--- src/rtl/img_sram_arbiter.sv ---
// Round-robin, ownership-locked arbiter sharing the image SRAM port among NREQ requesters.
// Optional forced handoff after MAX_BURST accesses: define IMG_ARB_BURST_LIMIT_EN.
module img_sram_arbiter #(
  parameter int unsigned NREQ      = 3,
  parameter int unsigned ROW_W     = 8,
  parameter int unsigned COL_W     = 8,
  parameter int unsigned DATA_W    = 8,
  parameter int unsigned MAX_BURST = 64
) (
  input  logic                     clk,
  input  logic                     rstn,
  input  logic [NREQ-1:0]          req,
  input  logic [NREQ-1:0]          req_we,
  input  logic [NREQ*ROW_W-1:0]    req_row,
  input  logic [NREQ*COL_W-1:0]    req_col,
  input  logic [NREQ*DATA_W-1:0]   req_din,
  output logic [NREQ-1:0]          gnt,
  output logic [NREQ-1:0]          rvalid,
  output logic [DATA_W-1:0]        rdata,
  output logic                     sram_sense_en,
  output logic                     sram_write_en,
  output logic [ROW_W-1:0]         sram_row,
  output logic [COL_W-1:0]         sram_col,
  output logic [DATA_W-1:0]        sram_din,
  input  logic [DATA_W-1:0]        sram_dout
);

  localparam int unsigned PW = $clog2(NREQ);

  typedef enum logic {IDLE, OWNED} state_t;

  state_t          state;
  logic [PW-1:0]   rr_ptr;
  logic [PW-1:0]   win;
  logic [NREQ-1:0] win_oh;
  logic            any_req;
  logic            access;

`ifdef IMG_ARB_BURST_LIMIT_EN
  localparam int unsigned BW = (MAX_BURST > 1) ? $clog2(MAX_BURST) : 1;
  logic [BW-1:0] burst_cnt;
  logic          others;
  assign others = |(req & ~gnt);
`endif

  assign any_req = |req;
  assign access  = |(gnt & req);
  assign rdata   = sram_dout;

  // While OWNED, rr_ptr is the owner, so one search covers both idle pick and handoff.
  always_comb begin
    win = rr_ptr;
    for (int unsigned d = NREQ; d >= 1; d--) begin
      if (req[(32'(rr_ptr) + d) % NREQ]) win = PW'((32'(rr_ptr) + d) % NREQ);
    end
    win_oh      = '0;
    win_oh[win] = 1'b1;
  end

  always_comb begin
    sram_sense_en = 1'b0;
    sram_write_en = 1'b0;
    sram_row      = '0;
    sram_col      = '0;
    sram_din      = '0;
    for (int unsigned i = 0; i < NREQ; i++) begin
      if (gnt[i] && req[i]) begin
        sram_sense_en = 1'b1;
        sram_write_en = req_we[i];
        sram_row      = req_row[i*ROW_W +: ROW_W];
        sram_col      = req_col[i*COL_W +: COL_W];
        sram_din      = req_din[i*DATA_W +: DATA_W];
      end
    end
  end

  always_ff @(posedge clk or negedge rstn) begin
    if (!rstn) begin
      state  <= IDLE;
      gnt    <= '0;
      rvalid <= '0;
      rr_ptr <= PW'(NREQ - 1);
`ifdef IMG_ARB_BURST_LIMIT_EN
      burst_cnt <= '0;
`endif
    end else begin
      // Tagged with the issuing requester so a handoff at the same edge cannot misroute it.
      rvalid <= gnt & req & ~req_we;
      case (state)
        IDLE: begin
          if (any_req) begin
            gnt    <= win_oh;
            rr_ptr <= win;
            state  <= OWNED;
          end
`ifdef IMG_ARB_BURST_LIMIT_EN
          burst_cnt <= '0;
`endif
        end
        OWNED: begin
          if (!access) begin
            if (any_req) begin
              gnt    <= win_oh;
              rr_ptr <= win;
            end else begin
              gnt   <= '0;
              state <= IDLE;
            end
`ifdef IMG_ARB_BURST_LIMIT_EN
            burst_cnt <= '0;
          end else if (burst_cnt == BW'(MAX_BURST - 1)) begin
            burst_cnt <= '0;
            if (others) begin
              gnt    <= win_oh;
              rr_ptr <= win;
            end
          end else begin
            burst_cnt <= burst_cnt + 1'b1;
`endif
          end
        end
      endcase
    end
  end

  gnt_onehot_a: assert property (@(posedge clk) disable iff (!rstn) $onehot0(gnt));

endmodule

--- config.mk ---
export PLATFORM = sky130hd
export DESIGN_NAME = img_sram_arbiter
export DESIGN_NICKNAME = d
export VERILOG_FILES = /design/src/rtl/img_sram_arbiter.sv
export SDC_FILE = /design/constraint.sdc
export NUM_CORES = 1
export LEC_CHECK = 0
export ABC_AREA = 1
export ABC_CLOCK_PERIOD_IN_PS = 2000
export CAP_MARGIN = 20
export CORE_MARGIN = 3
export CORE_UTILIZATION = 29
export CTS_CLUSTER_DIAMETER = 30
export DETAILED_ROUTE_END_ITERATION = 8
export PLACE_DENSITY = 0.81
export SLEW_MARGIN = 20
export SYNTH_ARGS = -nofsm -noshare
export SYNTH_HDL_FRONTEND = slang
export SYNTH_SLANG_ARGS = --single-unit
--- constraint.sdc ---
create_clock -name clk -period 2 [get_ports clk]
set_input_delay 0.3 -clock clk [delete_from_list [all_inputs] [get_ports clk]]
set_output_delay 0.3 -clock clk [all_outputs]
set_load 0.05 [all_outputs]
# --- Word-level counts from Yosys, hierarchy flattened ---
# Index checks and enable logic that the tools add are counted.
op_classes:
  muxes: 36
  n_div: 3
  n_reduce_logical: 7
  add_sub_neg: 3
  bitwise: 4
  magnitude_cmp: 5
  n_eq_ne: 2
op_table:
  columns: ["op", "count"]
  rows:
  - ["$lt A32 B3 Y1 const B", 3]
  - ["$mod A32 B2 Y32 const B", 3]
  - ["$mux W8", 9]
  - ["$mux W1", 12]
  - ["$mux W2", 5]
  - ["$mux W3", 3]
  - ["$add A2 B2 Y3 const B", 2]
  - ["$and A3 B3 Y3", 2]
  - ["$bmux W1 S2", 3]
  - ["$pmux W3 S2", 1]
  - ["$reduce_or A3 Y1", 2]
  - ["$logic_and A1 B1 Y1", 4]
  - ["$ne A2 B2 Y1 const B", 2]
  - ["$pmux W2 S2", 1]
  - ["$add A2 B1 Y3 const B", 1]
  - ["$lt A2 B3 Y1 const B", 1]
  - ["$not A3 Y3", 1]
  - ["$demux W1 S2", 1]
  - ["$ge A2 B1 Y1 const B", 1]
  - ["$pmux W1 S2", 1]
  - ["$reduce_and A2 Y1", 1]
  - ["$not A1 Y1", 1]
word_totals:
  out_inout_bits: 40
  regBits: 9
  word_cells: 64
  inputBits: 88

# --- Logic depth before layout (Yosys ltp) ---
# Gate-level depths: netlist of run 1.
depth:
  word_depth: 14
  mapped_depth: 14

# --- Least setup slack after synthesis of run 1 ---
# OpenSTA, ideal clock, no wires.
synth_path:
  kind: "register to output"
  start: "register gnt[0]"
  end: "output sram_col[5]"
  arrival_ps: 2067
  path_buffers: 2
  path_slack_ps: -367
  stages_incl_launch_ff: 5
  cell_sequence: "dfrtp_1 -> buf_2 -> buf_1 -> nand4_1 -> a31oi_1"
synth_between:
  elab_chain_cells: 4
synth_rtl:
  columns: ["item", "line", "source"]
  rows:
  - ["from (decl)", "17", "output logic [NREQ-1:0] gnt,"]
  - ["from (signal assigned)", "92", "gnt <= win_oh;"]
  - ["from (signal assigned)", "103", "gnt <= win_oh;"]
  - ["$logic_and A1 B1 Y1", "67", "if (gnt[i] && req[i]) begin"]
  - ["$mux W8 (3 in series)", "67", null]
  - ["to (decl)", "23", "output logic [COL_W-1:0] sram_col,"]
# No other way between the ends.

# --- Final worst setup path of run 1 ---
layout_path:
  start: "input req[1]"
  end: "output sram_din[0]"
layout_between:
  elab_chain_cells: 3
layout_rtl:
  columns: ["item", "line", "source"]
  rows:
  - ["from (decl)", "12", "input logic [NREQ-1:0] req,"]
  - ["$logic_and A1 B1 Y1", "67", null]
  - ["$mux W8 (2 in series)", "67", null]
  - ["to (decl)", "24", "output logic [DATA_W-1:0] sram_din,"]
# No other way between the ends.

==> results.cfg, run 1 <==
[clocking]
cts_buffer_depth = 2
cts_sinks = 9
cts.clk_slew.worst_paths_ns = 0.04
cts_resized = 0
clk-insertion-delay-late_ns = 0.23
cts_setup_buffers = 0
ctsHoldBuffers = 0
root_buffer = clkbuf_8
cts_made_buffers = 3
cts_tree = yes
htreeDepth = 1

[die]
rows = 23
die_area_um2 = 5143
ios = 128
coreArea_um2 = 4086
initial_core_util_pct = 30.65
die_h_um = 71.72
die_w_um = 71.72

[worst_setup_path]
crit_buf_inv = 4
path_class = in -> out
cp-start-kind = primary input
r2r_setup_slack_ns = 0.22
crit_chain = clkdlybuf4s50_1 > nand2_2 > inv_2 > buf_12 > nand2_1 > a31oi_1 > buf_12
slowest_stage = clkdlybuf4s50_1
crit_family = buffers and inverters
cp_common_cell = buf_12
slowest_delay_ns = 0.49
required_ns = 1.70
end_kind = primary output
critPathArrivalTime_ns = 1.60
crit_fanout = 10

[place]
portBuffers = 111
gp_congestion = 0.8934
hpwl_um = 4622
dp_cells = 364
post_dp_cell_area_um2 = 3025

[drt]
drc = 0
drtIter0Drc = 36
antenna_left = 0
wl_per_cell_um = 15.27
num_vias = 1915
routed_wl_um = 5619
drt_pass1_iterations = 4
viasPerCell = 5.204

[sta]
rsz0062_at_grt = false
finalSetupTns_ns = 0
max_freq_mhz = 525.3
slew_headroom_pct = 65.74
worst_pin_slew_ns = 0.5123
period_needed_ns = 1.904
setup_viol_count_final = 0
finalCritPeriodShare_pct = 95.18
finClkSkew_ns = 0.001367
hold_ws_ns = 0.3617
hold_viol_final = 0
drv_slew = 0

[logic_synthesis]
yosysWarnings = 0
synth-async-reset-ratio_pct = 100.0
ys.flop_type = dfrtp_1
syn-cell-area_um2 = 1252
yosysSeqAreaShare_pct = 18.08
synth_cells = 214
yosys.cell_count.top_type = nand2_1
synth-edff-count = 0
synthTopCellsByArea = nand2_1 18%, dfrtp_1 16%, nand4_1 13%
yosysUniqueCellTypes = 23
yosys.area.top_type = nand2_1
synth_top_area_share_pct = 17.68
synthesis.area_per_instance_um2 = 5.853
synth_commonest_cells = 59 x nand2_1, 27 x nor2_1, 26 x nand4_1
synth-seq-cells = 9
synth_fp_nets = 306

[global_routing]
grt_max_degree = 32
grt_use_met1_pct = 23.43
overflow = 0
first_global_vias = 1886
use_met3_pct = 3.927
grt_first_pass_wirelength_um = 8894
top_usage_layer = met2
met2_usage_pct = 40.20
antenna_found_initial = 0
grtUsageTotal_pct = 21.40

[layout]
nNetsFinal = 411
fillerInstances = 290
drive_gt1_share_pct = 24.21
diodes = 0
fin_cells = 368
final_core_util_pct = 75.14
area_growth_pct = 145.2
fin_area_um2 = 3070

[power_and_ir_drop]
vdd_drop_max_mv = 1.043
leakage_nw = 1.218
power.density_nw_per_um2 = 1198

[run]
maxCapViolations = 0

[worst_hold_path]
hold_path_class = in -> async

[outcome]
outcome = finished, final reports clean
per-stage QoR:
stage,power [mW],setup slack [ns]
6_report,3.679,0.09636
5_1_grt,3.901,0.008393
4_1_cts,3.698,0.08985
3_5_place_dp,3.475,0.09003
3_3_place_gp,3.424,0.09556
2_1_floorplan,2.179,-0.2411
where the power goes:
group | internal, mW | total [mW] | switching, mW
Sequential | 0.243 | 0.285 | 0.0421
Clock | 0.138 | 0.206 | 0.0680
Combinational | 1.42 | 3.19 | 1.77
kinds of logic after synthesis:
kind of cell    after synthesis  synth area share (%)
fa+ha+maj                     4                 3.996
buf+inv                      41                 16.48
simple gates                126                 45.06
compound gates               34                 16.38
flops                         9                 18.08
layout make-up:
| class | instances | area [um2] | share of cell area, % |
|---|---|---|---|
| clock buffer | 4 | 45.04 | 1.467 |
| sequential | 9 | 226.5 | 7.376 |
| inverter | 17 | 63.81 | 2.078 |
| timing repair buffer | 124 | 1541 | 50.20 |
| tap | 50 | 62.56 | 2.037 |
| multi-input combinational | 164 | 1131 | 36.84 |
final timing paths:
path                               end  cells after the start       from
setup / recovery           sram_din[0]                      7     req[1]
hold / removal               rvalid[1]                      1       rstn
setup reg to reg                gnt[0]                     11  rr_ptr[0]
hold reg to reg                 gnt[1]                      2     gnt[1]
max in group asynchronous    rr_ptr[1]                      1       rstn
min in group clk                gnt[1]                      2     gnt[1]
layout by cell type (no fill, tap or decap), types with 4 or more instances in the layout:
cell type        instances
dfrtp_1                  8
buf_12                  32
nand3_1                  8
a21oi_1                  4
clkdlybuf4s50_1         84
ha_1                     4
nand2_1                 58
nor2_1                  27
nand4_1                 26
inv_1                   12
buf_4                    8
a31oi_4                 19
inv_2                    5
layer usage:
metal	vias up	routed length (um)
met3	19	394
met1	864	2060
met2	90	2970
met4	0	193
li1	942	-
met5	-	0
flip-flops by register name, summed over array words and instances (netlist names):
signal and count:
state 1, rr_ptr 2, gnt 3, rvalid 3
Power figures use the tool's default switching activity.
==> inputs of run 2 (changes only) <==
--- a/config.mk
+++ b/config.mk
@@ -9,10 +9,11 @@
 export ABC_CLOCK_PERIOD_IN_PS = 2000
 export CAP_MARGIN = 20
 export CORE_MARGIN = 3
-export CORE_UTILIZATION = 29
+export CORE_UTILIZATION = 25
 export CTS_CLUSTER_DIAMETER = 30
 export DETAILED_ROUTE_END_ITERATION = 8
-export PLACE_DENSITY = 0.81
+export GPL_TIMING_DRIVEN = 0
+export PLACE_DENSITY = 0.71
 export SLEW_MARGIN = 20
 export SYNTH_ARGS = -nofsm -noshare
 export SYNTH_HDL_FRONTEND = slang
==> results.cfg, run 2 (synthesized netlist as in run 1, its figures left out) <==
[power_and_ir_drop]
p_seq_share_pct = 9.1
p_sw_share_pct = 57.34
p_clk_share_pct = 6.7
power.switching_mw = 1.804
leakage_nw = 1.193
vdd_drop_max_mv = 0.6759
p_int_mw = 1.342
p_comb_share_pct = 84.3
power.density_nw_per_um2 = 1097

[sta]
drv_slew = 0
slew_headroom_pct = 64.03
max_freq_mhz = 527.3
worst_pin_slew_ns = 0.5379
rsz0062_at_grt = true
hold_viol_final = 0
finalCritPeriodShare_pct = 94.82
finalSetupTns_ns = 0
hold_ws_ns = 0.3604
period_needed_ns = 1.896
finClkSkew_ns = 0.006312
setup_viol_count_final = 0

[worst_setup_path]
required_ns = 1.70
r2r_setup_slack_ns = 0.27
reg2reg_from = rr_ptr[1]
critPathArrivalTime_ns = 1.60
rr_worst_depth = 11
crit_fanout = 10
cp-start-kind = register
path_class = reg -> out
end_kind = primary output
r2r-end = gnt[0]

[drt]
routed_wl_um = 5776
drtIter0Drc = 52
antenna_left = 0
drt_pass1_iterations = 4
viasPerCell = 4.802
wl_per_cell_um = 14.30
drc = 0
num_vias = 1940

[place]
portBuffers = 119
gp_congestion = 0.8812
hpwl_um = 4648

[die]
die_h_um = 76.78
ios = 128
initial_core_util_pct = 26.17
rows = 25
coreArea_um2 = 4786
die_area_um2 = 5895
die_w_um = 76.78

[layout]
diodes = 0
area_growth_pct = 129.0
nNetsFinal = 430
final_common_cell = clkdlybuf4s50_1
drive_gt1_share_pct = 26.41
layout_common_cells = 90 x clkdlybuf4s50_1, 58 x nand2_1, 35 x buf_4
reg_top3 = gnt x3, rvalid x3, rr_ptr x2

[clocking]
cts_buffer_depth = 2
clk-insertion-delay-late_ns = 0.23
cts_made_buffers = 3
htreeDepth = 1
cts.clk_slew.worst_paths_ns = 0.05
cts_tree = yes
ctsHoldBuffers = 0
root_buffer = clkbuf_8
cts_setup_buffers = 0
cts_sinks = 9

[global_routing]
grt_max_degree = 11
grtUsageTotal_pct = 18.78
first_global_vias = 1779
overflow = 0
antenna_found_initial = 0
grt_first_pass_wirelength_um = 9204

[worst_hold_path]
hold_path_class = in -> async

[run]
maxCapViolations = 0

[outcome]
outcome = finished, final reports clean
[run 2: worst max-delay path by stage]
stage	endpoint	cells past startpoint	startpoint
final	sram_col[4]	6	gnt[1]
after global routing	sram_row[4]	5	gnt[1]
after CTS	sram_col[4]	7	req[1]
after detailed placement	sram_row[3]	6	req[1]
after global placement	sram_row[0]	6	req[1]
after floorplan	sram_din[0]	4	gnt[1]
[run 2: metal layers]
metal	part of all wire, %	wire length (um)	vias to the layer above	track usage [%]
met1	44	2530	877	25.21
li1	-	-	979	-
met4	0.50	29	0	3.261
met2	49	2803	80	31.53
met5	0	0	-	0
met3	7.2	413	4	3.404
[run 2: what timing repair did]
action                                  4_1_cts  5_1_grt
pin swaps                                     1        0
hold endpoints to repair                      0        0
endpoints found under the setup margin       26       20
resized for setup                           179        4
[run 2: worst max-delay path, cell delays in order, from the launching register on]
cell and delay, ns:
dfrtp_1 0.42, nand2_4 0.12, inv_2 0.17, buf_6 0.17, nand2_1 0.09, a31oi_4 0.17, buf_4 0.22
[run 2: power groups by stage]
stage          clock [mW]  combinational (mW)  sequential (mW)
2_1_floorplan           0                1.80            0.377
3_3_place_gp            0                2.66            0.286
3_5_place_dp            0                2.68            0.284
4_1_cts             0.216                2.67            0.286
5_1_grt             0.225                2.85            0.290
6_report            0.209                2.65            0.286
[run 2: final cells by class]
type | count | area [um2]
Buffer | 24 | 188.9
Clock buffer | 4 | 45.04
Fill cell | 463 | 1918
Inverter | 17 | 63.81
Multi-Input combinational cell | 164 | 1136
Sequential cell | 9 | 226.5
Tap cell | 67 | 83.83
Timing Repair Buffer | 119 | 1124
[run 2: stage by stage]
step / worst slack, ns / utilization, % / area (um2) / std cells / power (mW)
final: 0.1035 / 59.92 / 2868 / 404 / 3.147
after global routing: -0.00004985 / 59.92 / 2868 / 404 / 3.368
after CTS: 0.02590 / 60.00 / 2872 / 404 / 3.173
after detailed placement: -1.080 / 59.22 / 2834 / 400 / 2.969
after global placement: -1.024 / 59.22 / 2834 / 400 / 2.949
after floorplan: -0.2411 / - / 1559 / 214 / 2.179
==> inputs of run 3 (changes only) <==
--- a/config.mk
+++ b/config.mk
@@ -10,9 +10,9 @@
 export CAP_MARGIN = 20
 export CORE_MARGIN = 3
 export CORE_UTILIZATION = 25
+export CTS_BUF_LIST = sky130_fd_sc_hd__clkbuf_4 sky130_fd_sc_hd__clkbuf_8 sky130_fd_sc_hd__clkbuf_16
 export CTS_CLUSTER_DIAMETER = 30
 export DETAILED_ROUTE_END_ITERATION = 8
-export GPL_TIMING_DRIVEN = 0
 export PLACE_DENSITY = 0.71
 export SLEW_MARGIN = 20
 export SYNTH_ARGS = -nofsm -noshare
==> results.cfg, run 3 (synthesized netlist as in run 1, its figures left out) <==
[outcome]
outcome = finished, final reports clean

[sta]
max_freq_mhz = 521.8
finalSetupTns_ns = 0
worst_pin_slew_ns = 0.5301
period_needed_ns = 1.916
finClkSkew_ns = 0.003407
hold_viol_final = 0
finalCritPeriodShare_pct = 95.82
slew_headroom_pct = 64.55
fin_ws_ns = 0.08353
rsz0062_at_grt = false
setup_viol_count_final = 0
drv_slew = 0

[worst_setup_path]
reg2reg_from = rr_ptr[0]
cp-start-kind = primary input
end_kind = primary output
required_ns = 1.70
r2r-end = rr_ptr[0]
r2r_setup_slack_ns = 0.29
critPathArrivalTime_ns = 1.62
path_class = in -> out
rr_worst_depth = 10
crit_fanout = 10

[clocking]
root_buffer = clkbuf_8
cts.clk_slew.worst_paths_ns = 0.04
cts_sinks = 9
cts_made_buffers = 3
clk-insertion-delay-late_ns = 0.23
cts_buffer_depth = 2
cts_tree = yes
ctsHoldBuffers = 0
htreeDepth = 1

[power_and_ir_drop]
leakage_nw = 1.241
p_total_mw = 3.728
power.density_nw_per_um2 = 1185
vdd_drop_max_mv = 0.9928

[layout]
diodes = 0
fillerInstances = 389
layout_common_cells = 84 x clkdlybuf4s50_1, 58 x nand2_1, 33 x buf_12
reg_top3 = gnt x3, rvalid x3, rr_ptr x2
area_growth_pct = 151.1
drive_gt1_share_pct = 25.94
final_common_cell = clkdlybuf4s50_1
nNetsFinal = 413

[global_routing]
antenna_found_initial = 0
overflow = 0
grt_max_degree = 32
first_global_vias = 1828
grtUsageTotal_pct = 18.47
grt_first_pass_wirelength_um = 9108

[die]
die_h_um = 76.78
coreArea_um2 = 4786
rows = 25
die_area_um2 = 5895
die_w_um = 76.78
initial_core_util_pct = 26.17
ios = 128

[place]
gp_congestion = 0.9148
place_ws_ns = 0.02237
portBuffers = 111
hpwl_um = 4651

[run]
maxCapViolations = 0

[drt]
drt_pass1_iterations = 4
antenna_left = 0
drc = 0
routed_wl_um = 5630
wl_per_cell_um = 14.55
viasPerCell = 4.860
num_vias = 1881
drtIter0Drc = 75

[worst_hold_path]
hold_path_class = in -> async
==> run 3: cell count changes in the layout (fill, tap and decap cells not counted), moves of 3 or more <==
cell	delta
buf_12	+33
buf_2	-6
buf_4	-27
clkdlybuf4s50_1	-6
a31oi_2	+3
a31oi_1	-3
dlygate4sd2_1	-3
buf_6	-3
==> run 3: worst max-delay path, stage by stage <==
cell and delay [ns]:
clkdlybuf4s50_1 0.50, nand2_2 0.09, inv_2 0.10, buf_6 0.15, nand2_1 0.10, a31oi_4 0.22, buf_12 0.16
==> run 3: worst max-delay path by stage <==
stage	from	endpoint	slack [ns]	depth (start not counted)
after CTS	req[1]	sram_din[7]	0.02	7
after floorplan	gnt[1]	sram_din[0]	-0.24	4
after global routing	req[1]	sram_col[4]	0.001	7
final	req[1]	sram_row[3]	0.08	7
after detailed placement	req[1]	sram_din[7]	0.02	7
after global placement	req[1]	sram_din[0]	0.06	7
==> run 3: per-stage QoR <==
stage               util, %  hold WS [ns]  instance area (um2)  instances
detailed placement    64.24        0.5493                 3074        383
CTS                   65.25        0.3823                 3123        387
floorplan                 -      0.004409                 1559        214
finish                65.73        0.3772                 3146        387
global route          65.73        0.3910                 3146        387
global placement      64.24        0.5338                 3074        383
==> run 3: where the power goes <==
group          switching (mW)  leakage, nW  internal, mW  total, mW
combinational            1.75         1.10          1.46       3.21
sequential             0.0628        0.112         0.243      0.305
clock                  0.0646       0.0262         0.152      0.216
total                    1.87         1.24          1.86       3.73
==> run 3: final cells by class <==
cell class | count | area [um2] | share of cell area (%)
clock buffers | 4 | 48.80 | 1.551
multi-input cells | 164 | 1150 | 36.56
flip-flops and latches | 9 | 226.5 | 7.200
repair buffers | 126 | 1573 | 50.00
inverters | 17 | 63.81 | 2.029
well taps | 67 | 83.83 | 2.665
==> run 3: what timing repair did <==
action | 4_1_cts | 5_1_grt
setup endpoints to repair | 0 | 7
gates resized for setup | 0 | 4
hold endpoints to repair | 0 | 0
buffers inserted | 0 | 0
==> run 3: metal layers <==
layer  up-vias  part of all wire (%)  GRT usage (%)
li1        945                     -              -
met1       849                    40          22.57
met2        81                    51          33.28
met3         6                   6.9          3.638
met4         0                   1.2          3.804
met5         -                     0              0
